## src/rtl/vga_ctrl.sv

```systemverilog
// 640x480@60 VGA timing generator: free-running line/frame counters, sync decode,
// one-cycle-early pixel request to the picture stage and active-region rgb gating.
module vga_ctrl #(
  parameter int H_SYNC  = 96,
  parameter int H_BACK  = 48,
  parameter int H_VALID = 640,
  parameter int H_FRONT = 16,
  parameter int H_TOTAL = 800,
  parameter int V_SYNC  = 2,
  parameter int V_BACK  = 33,
  parameter int V_VALID = 480,
  parameter int V_FRONT = 10,
  parameter int V_TOTAL = 525
) (
  input  logic        vga_clk,
  input  logic        sys_rst,
  input  logic [11:0] pix_data,
  output logic [9:0]  pix_x,
  output logic [9:0]  pix_y,
  output logic        hsync,
  output logic        vsync,
  output logic [11:0] rgb,
  output logic        rgb_valid,
  output logic        frame_start
);

  localparam logic [9:0] H_SW   = 10'(H_SYNC);
  localparam logic [9:0] V_SW   = 10'(V_SYNC);
  localparam logic [9:0] HS     = 10'(H_SYNC + H_BACK);
  localparam logic [9:0] HE     = 10'(H_SYNC + H_BACK + H_VALID);
  localparam logic [9:0] HR_S   = 10'(H_SYNC + H_BACK - 1);
  localparam logic [9:0] HR_E   = 10'(H_SYNC + H_BACK + H_VALID - 1);
  localparam logic [9:0] VS     = 10'(V_SYNC + V_BACK);
  localparam logic [9:0] VE     = 10'(V_SYNC + V_BACK + V_VALID);
  localparam logic [9:0] H_LAST = 10'(H_TOTAL - 1);
  localparam logic [9:0] V_LAST = 10'(V_TOTAL - 1);

  logic [9:0] cnt_h, cnt_v;
  logic       h_act, v_act, h_req, pix_req;

  always_ff @(posedge vga_clk) begin
    if (sys_rst) begin
      cnt_h <= '0;
      cnt_v <= '0;
    end else if (cnt_h == H_LAST) begin
      cnt_h <= '0;
      cnt_v <= (cnt_v == V_LAST) ? 10'd0 : cnt_v + 10'd1;
    end else begin
      cnt_h <= cnt_h + 10'd1;
    end
  end

  // Request window leads the display window by one clock to cover the
  // registered latency of the picture stage.
  always_comb begin
    h_act       = (cnt_h >= HS) && (cnt_h < HE);
    v_act       = (cnt_v >= VS) && (cnt_v < VE);
    h_req       = (cnt_h >= HR_S) && (cnt_h < HR_E);
    pix_req     = h_req && v_act;
    rgb_valid   = h_act && v_act;
    hsync       = (cnt_h >= H_SW);
    vsync       = (cnt_v >= V_SW);
    pix_x       = pix_req ? cnt_h - HR_S : 10'h3FF;
    pix_y       = pix_req ? cnt_v - VS : 10'h3FF;
    rgb         = rgb_valid ? pix_data : 12'h000;
    frame_start = (cnt_h == 10'd0) && (cnt_v == 10'd0) && !sys_rst;
  end

endmodule

```

## config.mk

```make
export PLATFORM = sky130hd
export DESIGN_NAME = vga_ctrl
export DESIGN_NICKNAME = d
export VERILOG_FILES = /design/src/rtl/vga_ctrl.sv
export SDC_FILE = /design/constraint.sdc
export NUM_CORES = 1
export LEC_CHECK = 0
export BUFFER_PORTS_ARGS = -buffer_cell sky130_fd_sc_hd__buf_4
export CAP_MARGIN = 10
export CORE_UTILIZATION = 52
export CTS_BUF_LIST = sky130_fd_sc_hd__clkbuf_4 sky130_fd_sc_hd__clkbuf_8
export DETAILED_ROUTE_END_ITERATION = 12
export GPL_ROUTABILITY_DRIVEN = 0
export PLACE_DENSITY = 0.8
export SLEW_MARGIN = 20
export SYNTH_ARGS = -nofsm -noshare
export SYNTH_HDL_FRONTEND = slang
export SYNTH_SLANG_ARGS = --single-unit
```

## constraint.sdc

```tcl
create_clock -name vga_clk -period 2.4 [get_ports vga_clk]
set_input_delay 0.36 -clock vga_clk [delete_from_list [all_inputs] [get_ports vga_clk]]
set_output_delay 0.36 -clock vga_clk [all_outputs]
set_load 0.02 [all_outputs]
```

==> results by group, run 1 <==
Outcome
  • Status: finished with violations
  • Violated checks: negative setup slack

STA
  • Final Hold Fails: 0
  • Final min period: 2.504 ns
  • Worst-margin pin slew: 0.3975 ns
  • Worst slew margin: 0.7348
  • RSZ-0062 raised after global routing: true
  • Final setup vio count: 20
  • Post-route setup slack: -0.1044 ns
  • Fin. max-slew vios: 0
  • Final Cycle Share: 1.043
  • Worst clock skew: 0.005816 ns
  • Max Freq: 399.3 MHz

GRT
  • First-pass GRT wire length: 6.693 mm
  • Number of global-route vias before repair: 1522
  • GR Layer Usage met3: 0.03687
  • GR Util met2: 0.4689
  • Total gr overflow: 0
  • Initial antenna violation count: 0
  • GR peak layer: met2
  • Pin count of the biggest net entering global routing: 15
  • M1 GR Usage: 0.3262
  • Total track usage: 0.2686

Synth
  • Net Count, Synth: 222
  • Synth Cell Area: 1544 sq um
  • EDFF count, synth: 0
  • Yosys warnings: 0
  • Mux share of post-synthesis cell area: 0
  • Synth cell types: 43
  • Xor-xnor portion of the synthesized cell area: 0.1135
  • Mapped Avg Cell Area: 7.606 sq um
  • Largest family of logic cells by synthesized area: simple AND/OR/NAND/NOR gates
  • Synth async-reset ratio: 0
  • Synth Register Bits: 20
  • Post-Syn Instances: 203
  • Simple-gate share of the synthesized area: 0.3728
  • Adder-cell share of the synthesized area: 0.04052
  • Post-synthesis compound-gate area fraction: 0.1386
  • Sequential area share after synthesis: 0.2593
  • Top_reg_cell synth: dfxtp_1

Route
  • Remaining DRCs: 0
  • Routed wire per std cell: 14.87 um
  • Via count: 1738
  • TritonRoute pass-1 iters: 4
  • Drt total wl: 4.446 mm
  • Antenna Nets Post-Route: 0
  • Number of DRC markers in iteration 0: 52
  • Via-per-instance ratio: 5.813

Clock network
  • Root Buffer Master: clkbuf_4
  • CTS H-tree lvls: 1
  • Clock Tree Buf Depth: 2
  • TritonCTS Sinks: 20
  • Num CTS Buffers: 3
  • Worst skew pair latency: 0.31 ns
  • Clk slew on worst S/H paths: 0.12 ns
  • CTS tree: yes

Setup path
  • Reg2reg end: cnt_v[7]
  • Cells on worst reg2reg path: 6
  • Crit start category: flop
  • Worst Path Max Fanout: 6
  • Reg2Reg Setup Slack: 0.35 ns
  • Worst setup EP type: output pin
  • Arr. time, crit path: 2.14 ns
  • CP Class: reg2out
  • Worst setup path startpoint: cnt_v[0]
  • Critical R2R Launch: cnt_h[0]
  • Crit path capture: pix_x[6]
  • Worst EP required: 2.04 ns

Die
  • Total core area: 2781 sq um
  • Starting Density: 0.5551
  • Die Y: 56.49 um
  • Die W: 56.49 um
  • Row cnt: 19
  • Die area: 3191 sq um
  • I/O pin count: 50

Power and ir drop
  • Total Power: 590.9 uW
  • Power Dens Cells: 253.1 nW/um^2
  • Worst ir drop on vdd: 0.4022 mV
  • Pleak: 1.047 nW

Place
  • Placed Cells incl. Taps: 289
  • PortBufs: 49
  • DP HPWL: 2.939 mm

Min path
  • Worst hold path class: in2reg
  • Hold Path Stages: 2

Finish
  • Nets: 288
  • Commonest non-fill, non-tap cells in the layout: 53 x buf_4, 26 x buf_6, 18 x nand2_1
  • Most common cell after layout, fill and taps aside: buf_4
  • N_diodes: 0
  • Layout cell share with drive strength beyond 1: 0.4254
  • Layout area overhead: 51.22%
  • Fillers: 162
  • Layout Cells excl Fill: 299

Flow run
  • Maxcap violations: 0
==> worst max-delay path, stage by stage, from the launching register on <==
cell	delay (ns)
dfxtp_1	0.35
ha_2	0.24
o41ai_2	0.09
a21o_1	0.21
buf_4	0.15
a221oi_4	0.36
buf_6	0.19
o211ai_1	0.09
buf_4	0.17
==> what timing repair did <==
item | 4_1_cts | 5_1_grt
endpoints found under the setup margin | 33 | 33
gates resized for setup | 35 | 24
cloned | 1 | 0
hold buffers | 0 | 0
setup buffers | 2 | 3
pin swaps | 5 | 5
==> report_power, final <==
part / leakage [nW] / switching (mW) / internal [mW] / total [mW]
logic: 0.862 / 0.0225 / 0.0246 / 0.0471
clock network: 0.0210 / 0.110 / 0.0927 / 0.203
registers: 0.164 / 0.00576 / 0.335 / 0.341
==> through the flow <==
stage / hold slack, ns / utilization / area, sq um / worst slack (ns) / setup TNS, ns
2_1_floorplan: 0.4291 / - / 1544 / 0.1209 / 0
3_3_place_gp: 0.4739 / 0.7346 / 2043 / 0.07169 / 0
3_5_place_dp: 0.4809 / 0.7346 / 2043 / -0.01429 / -0.03572
4_1_cts: 0.2544 / 0.8003 / 2226 / -0.09325 / -1.472
5_1_grt: 0.2695 / 0.8394 / 2335 / -0.2008 / -3.896
6_report: 0.2567 / 0.8394 / 2335 / -0.1044 / -1.594
==> state kept, by name (all words and copies together) (netlist names) <==
register	count
cnt_h	10
cnt_v	10
==> synth_stat cells (2+ instances only) <==
cell | count | area, sq um
nand2b_1 | 2 | 12.51
or3_1 | 5 | 31.28
a21oi_1 | 10 | 50.05
o21ai_0 | 5 | 25.02
a21boi_0 | 2 | 15.01
xor2_1 | 6 | 52.55
a2111o_1 | 2 | 22.52
nor2b_1 | 2 | 12.51
nand3_1 | 12 | 60.06
nor2_1 | 17 | 63.81
and2_1 | 12 | 75.07
buf_2 | 8 | 40.04
dfxtp_1 | 20 | 400.4
o31ai_1 | 3 | 22.52
xnor2_1 | 14 | 122.6
buf_4 | 2 | 15.01
nand4_1 | 3 | 18.77
a211oi_1 | 2 | 15.01
clkbuf_1 | 5 | 18.77
inv_1 | 6 | 22.52
nand2_1 | 25 | 93.84
and3_1 | 4 | 25.02
ha_1 | 5 | 62.56
nor4_1 | 4 | 25.02
or4_1 | 3 | 22.52
nor3_1 | 7 | 35.03
==> how the worst min path moves through the flow <==
stage / start / end / slack (ns)
floorplan: sys_rst / cnt_v[1] / 0.43
global placement: cnt_h[0] / cnt_h[0] / 0.47
detailed placement: cnt_h[0] / cnt_h[0] / 0.48
CTS: sys_rst / cnt_h[6] / 0.25
global route: sys_rst / cnt_v[2] / 0.27
finish: sys_rst / cnt_h[2] / 0.26
==> cell families after synthesis <==
family                   Yosys count
XOR/XNOR                          20
AND/OR/NAND/NOR                  103
AO/OA/AOI/OAI                     31
buffers and inverters             24
flip-flops                        20
adder cells (fa/ha/maj)            5
==> routing by layer <==
| metal | wire length [um] | vias to the layer above |
|---|---|---|
| li1 | - | 837 |
| met1 | 1786 | 810 |
| met2 | 2215 | 80 |
| met3 | 328 | 11 |
| met4 | 115 | 0 |
| met5 | 0 | - |
==> cell type report <==
class,count,area [sq um],area share
Sequential cell,20,409.1,0.1752
Tap cell,31,38.79,0.01661
Inverter,6,22.52,0.009646
Multi-Input combinational cell,159,1137,0.4871
Clock buffer,4,36.28,0.01554
Timing Repair Buffer,79,690.7,0.2958
No activity file was read; power rests on OpenSTA's default activity.
==> run 2: changes to the inputs <==
--- a/config.mk
+++ b/config.mk
@@ -16,3 +16,4 @@
 export SYNTH_ARGS = -nofsm -noshare
 export SYNTH_HDL_FRONTEND = slang
 export SYNTH_SLANG_ARGS = --single-unit
+export TNS_END_PERCENT = 1
==> results by group, run 2 (same netlist as run 1, synthesis figures left out) <==
Setup path
  • Reg2Reg Setup Slack: 0.34 ns (about the same)
  • Worst Path Max Fanout: 6 (unchanged)
  • Cells on worst reg2reg path: 6 (unchanged)
  • Worst EP required: 2.04 ns (about the same)
  • Arr. time, crit path: 2.15 ns (about the same)
  • CP Class: reg2out
  • Crit start category: flop
  • Worst setup EP type: output pin
  • Reg2reg end: cnt_v[7]
  • Critical R2R Launch: cnt_h[0]

Die
  • I/O pin count: 50 (unchanged)
  • Total core area: 2781 sq um (unchanged)
  • Die area: 3191 sq um (unchanged)
  • Die Y: 56.49 um (unchanged)
  • Starting Density: 0.5551 (unchanged)
  • Row cnt: 19 (unchanged)
  • Die W: 56.49 um (unchanged)

Clock network
  • Num CTS Buffers: 3 (unchanged)
  • Clock Tree Buf Depth: 2 (unchanged)
  • CTS tree: yes
  • Root Buffer Master: clkbuf_4
  • TritonCTS Sinks: 20 (unchanged)
  • Worst skew pair latency: 0.32 ns (about the same)
  • Clk slew on worst S/H paths: 0.12 ns (about the same)
  • CTS H-tree lvls: 1 (unchanged)

Power and ir drop
  • Total Power: 590.3 uW (-0.10%)
  • Power Dens Cells: 265.8 nW/um^2 (+5.0%)
  • Worst ir drop on vdd: 0.4047 mV (+0.62%)
  • Pleak: 0.9971 nW (-4.8%)

GRT
  • Total track usage: 0.2608 (-0.007715)
  • Initial antenna violation count: 0 (unchanged)
  • Total gr overflow: 0 (unchanged)
  • Number of global-route vias before repair: 1480 (-2.8%)
  • Pin count of the biggest net entering global routing: 15 (unchanged)
  • First-pass GRT wire length: 6.534 mm (-2.4%)

Route
  • Remaining DRCs: 0 (unchanged)
  • Antenna Nets Post-Route: 0 (unchanged)
  • Number of DRC markers in iteration 0: 46 (-12%)
  • Via count: 1691 (-2.7%)
  • Drt total wl: 4.120 mm (-7.3%)
  • TritonRoute pass-1 iters: 4 (unchanged)
  • Routed wire per std cell: 13.87 um (-6.7%)
  • Via-per-instance ratio: 5.694 (-2.0%)

STA
  • Final min period: 2.512 ns (+0.007884 ns)
  • Worst-margin pin slew: 0.4053 ns (+0.007792 ns)
  • Post-route setup slack: -0.1123 ns (-0.007884 ns)
  • Worst slew margin: 0.7296 (-0.005198)
  • Max Freq: 398.0 MHz (-0.31%)
  • Setup TNS: -1.490 ns (+0.1038 ns)
  • Fin. max-slew vios: 0 (unchanged)
  • Final setup vio count: 20 (unchanged)
  • Worst clock skew: 0.01075 ns (+0.004930 ns)
  • RSZ-0062 raised after global routing: true
  • Final Cycle Share: 1.047 (+0.003285)
  • Final Hold Fails: 0 (unchanged)

Finish
  • Commonest non-fill, non-tap cells in the layout: 61 x buf_4, 25 x nand2_1, 17 x nor2_1
  • Most common cell after layout, fill and taps aside: buf_4
  • Final instance area: 2221 sq um (-4.9%)
  • Largest regs: cnt_h x10, cnt_v x10
  • Layout Cells excl Fill: 297 (-0.67%)
  • Nets: 286 (-0.69%)
  • N_diodes: 0 (unchanged)
  • Layout cell share with drive strength beyond 1: 0.3609 (-0.06447)
  • Layout area overhead: 43.84%
  • Fillers: 189 (+17%)

Min path
  • Hold Path Stages: 2 (unchanged)
  • Worst hold path class: in2reg
  • Hold worst-path end: cnt_h[2]
  • Hold_sp: sys_rst

Place
  • PortBufs: 49 (unchanged)
  • DP HPWL: 2.939 mm (unchanged)
  • Worst slack at placement: -0.01429 ns (unchanged)
  • Placed Cells incl. Taps: 289 (unchanged)
  • Placed cell area: 2043 sq um (unchanged)

Flow run
  • Maxcap violations: 0 (unchanged)

Outcome
  • Status: finished with violations
  • Violated checks: negative setup slack
run 2: area by class of cell:
cell class / instances / area (sq um) / share of cell area
inverter: 6 / 22.52 / 0.01014
multi-input combinational: 159 / 1077 / 0.4851
sequential: 20 / 407.9 / 0.1837
clock buffer: 4 / 36.28 / 0.01634
tap: 31 / 38.79 / 0.01746
timing repair buffer: 77 / 638.1 / 0.2873
run 2: critical path, cell delays in order, from the launching register on:
cell	delay [ns]
dfxtp_1	0.35
ha_2	0.24
o41ai_2	0.09
a21o_1	0.22
buf_4	0.15
a221oi_4	0.36
buf_6	0.18
o211ai_1	0.09
buf_4	0.17
run 2: worst max-delay path by stage:
stage | startpoint | to | slack, ns | cells after the start
6_report | cnt_v[0] | pix_x[6] | -0.11 | 8
2_1_floorplan | cnt_v[1] | rgb[10] | 0.12 | 7
3_3_place_gp | cnt_h[4] | rgb[1] | 0.07 | 5
4_1_cts | cnt_v[8] | pix_x[6] | -0.1 | 7
5_1_grt | cnt_v[1] | pix_x[6] | -0.20 | 8
3_5_place_dp | cnt_v[5] | rgb[0] | -0.01 | 5
run 2: per-stage QoR:
step	hold slack [ns]	utilization
6_report	0.2496	0.7985
2_1_floorplan	0.4291	-
4_1_cts	0.2561	0.7881
3_3_place_gp	0.4739	0.7346
5_1_grt	0.2697	0.7985
3_5_place_dp	0.4809	0.7346
run 2: metal layers:
metal  up-vias  routed length (um)  GRT usage
met5         -                   0          0
met4         0                  65     0.1115
met3         5                 422    0.03687
met2        85                1963     0.4437
met1       780                1668     0.3262
li1        821                   -          -
run 2: timing repair:
action                                  in CTS  in global routing
hold buffers                                 0                  0
endpoints found under the setup margin      33                 33
gates resized for setup                     24                  5
pin swaps                                    3                  4
gates cloned                                 1                  0
buffers inserted                             2                  1
run 2: where the power goes:
group / total [mW] / switching, mW / internal [mW]
clock: 0.204 / 0.111 / 0.0929
sequential: 0.341 / 0.00577 / 0.335
combinational: 0.0457 / 0.0211 / 0.0246
total: 0.590 / 0.138 / 0.453
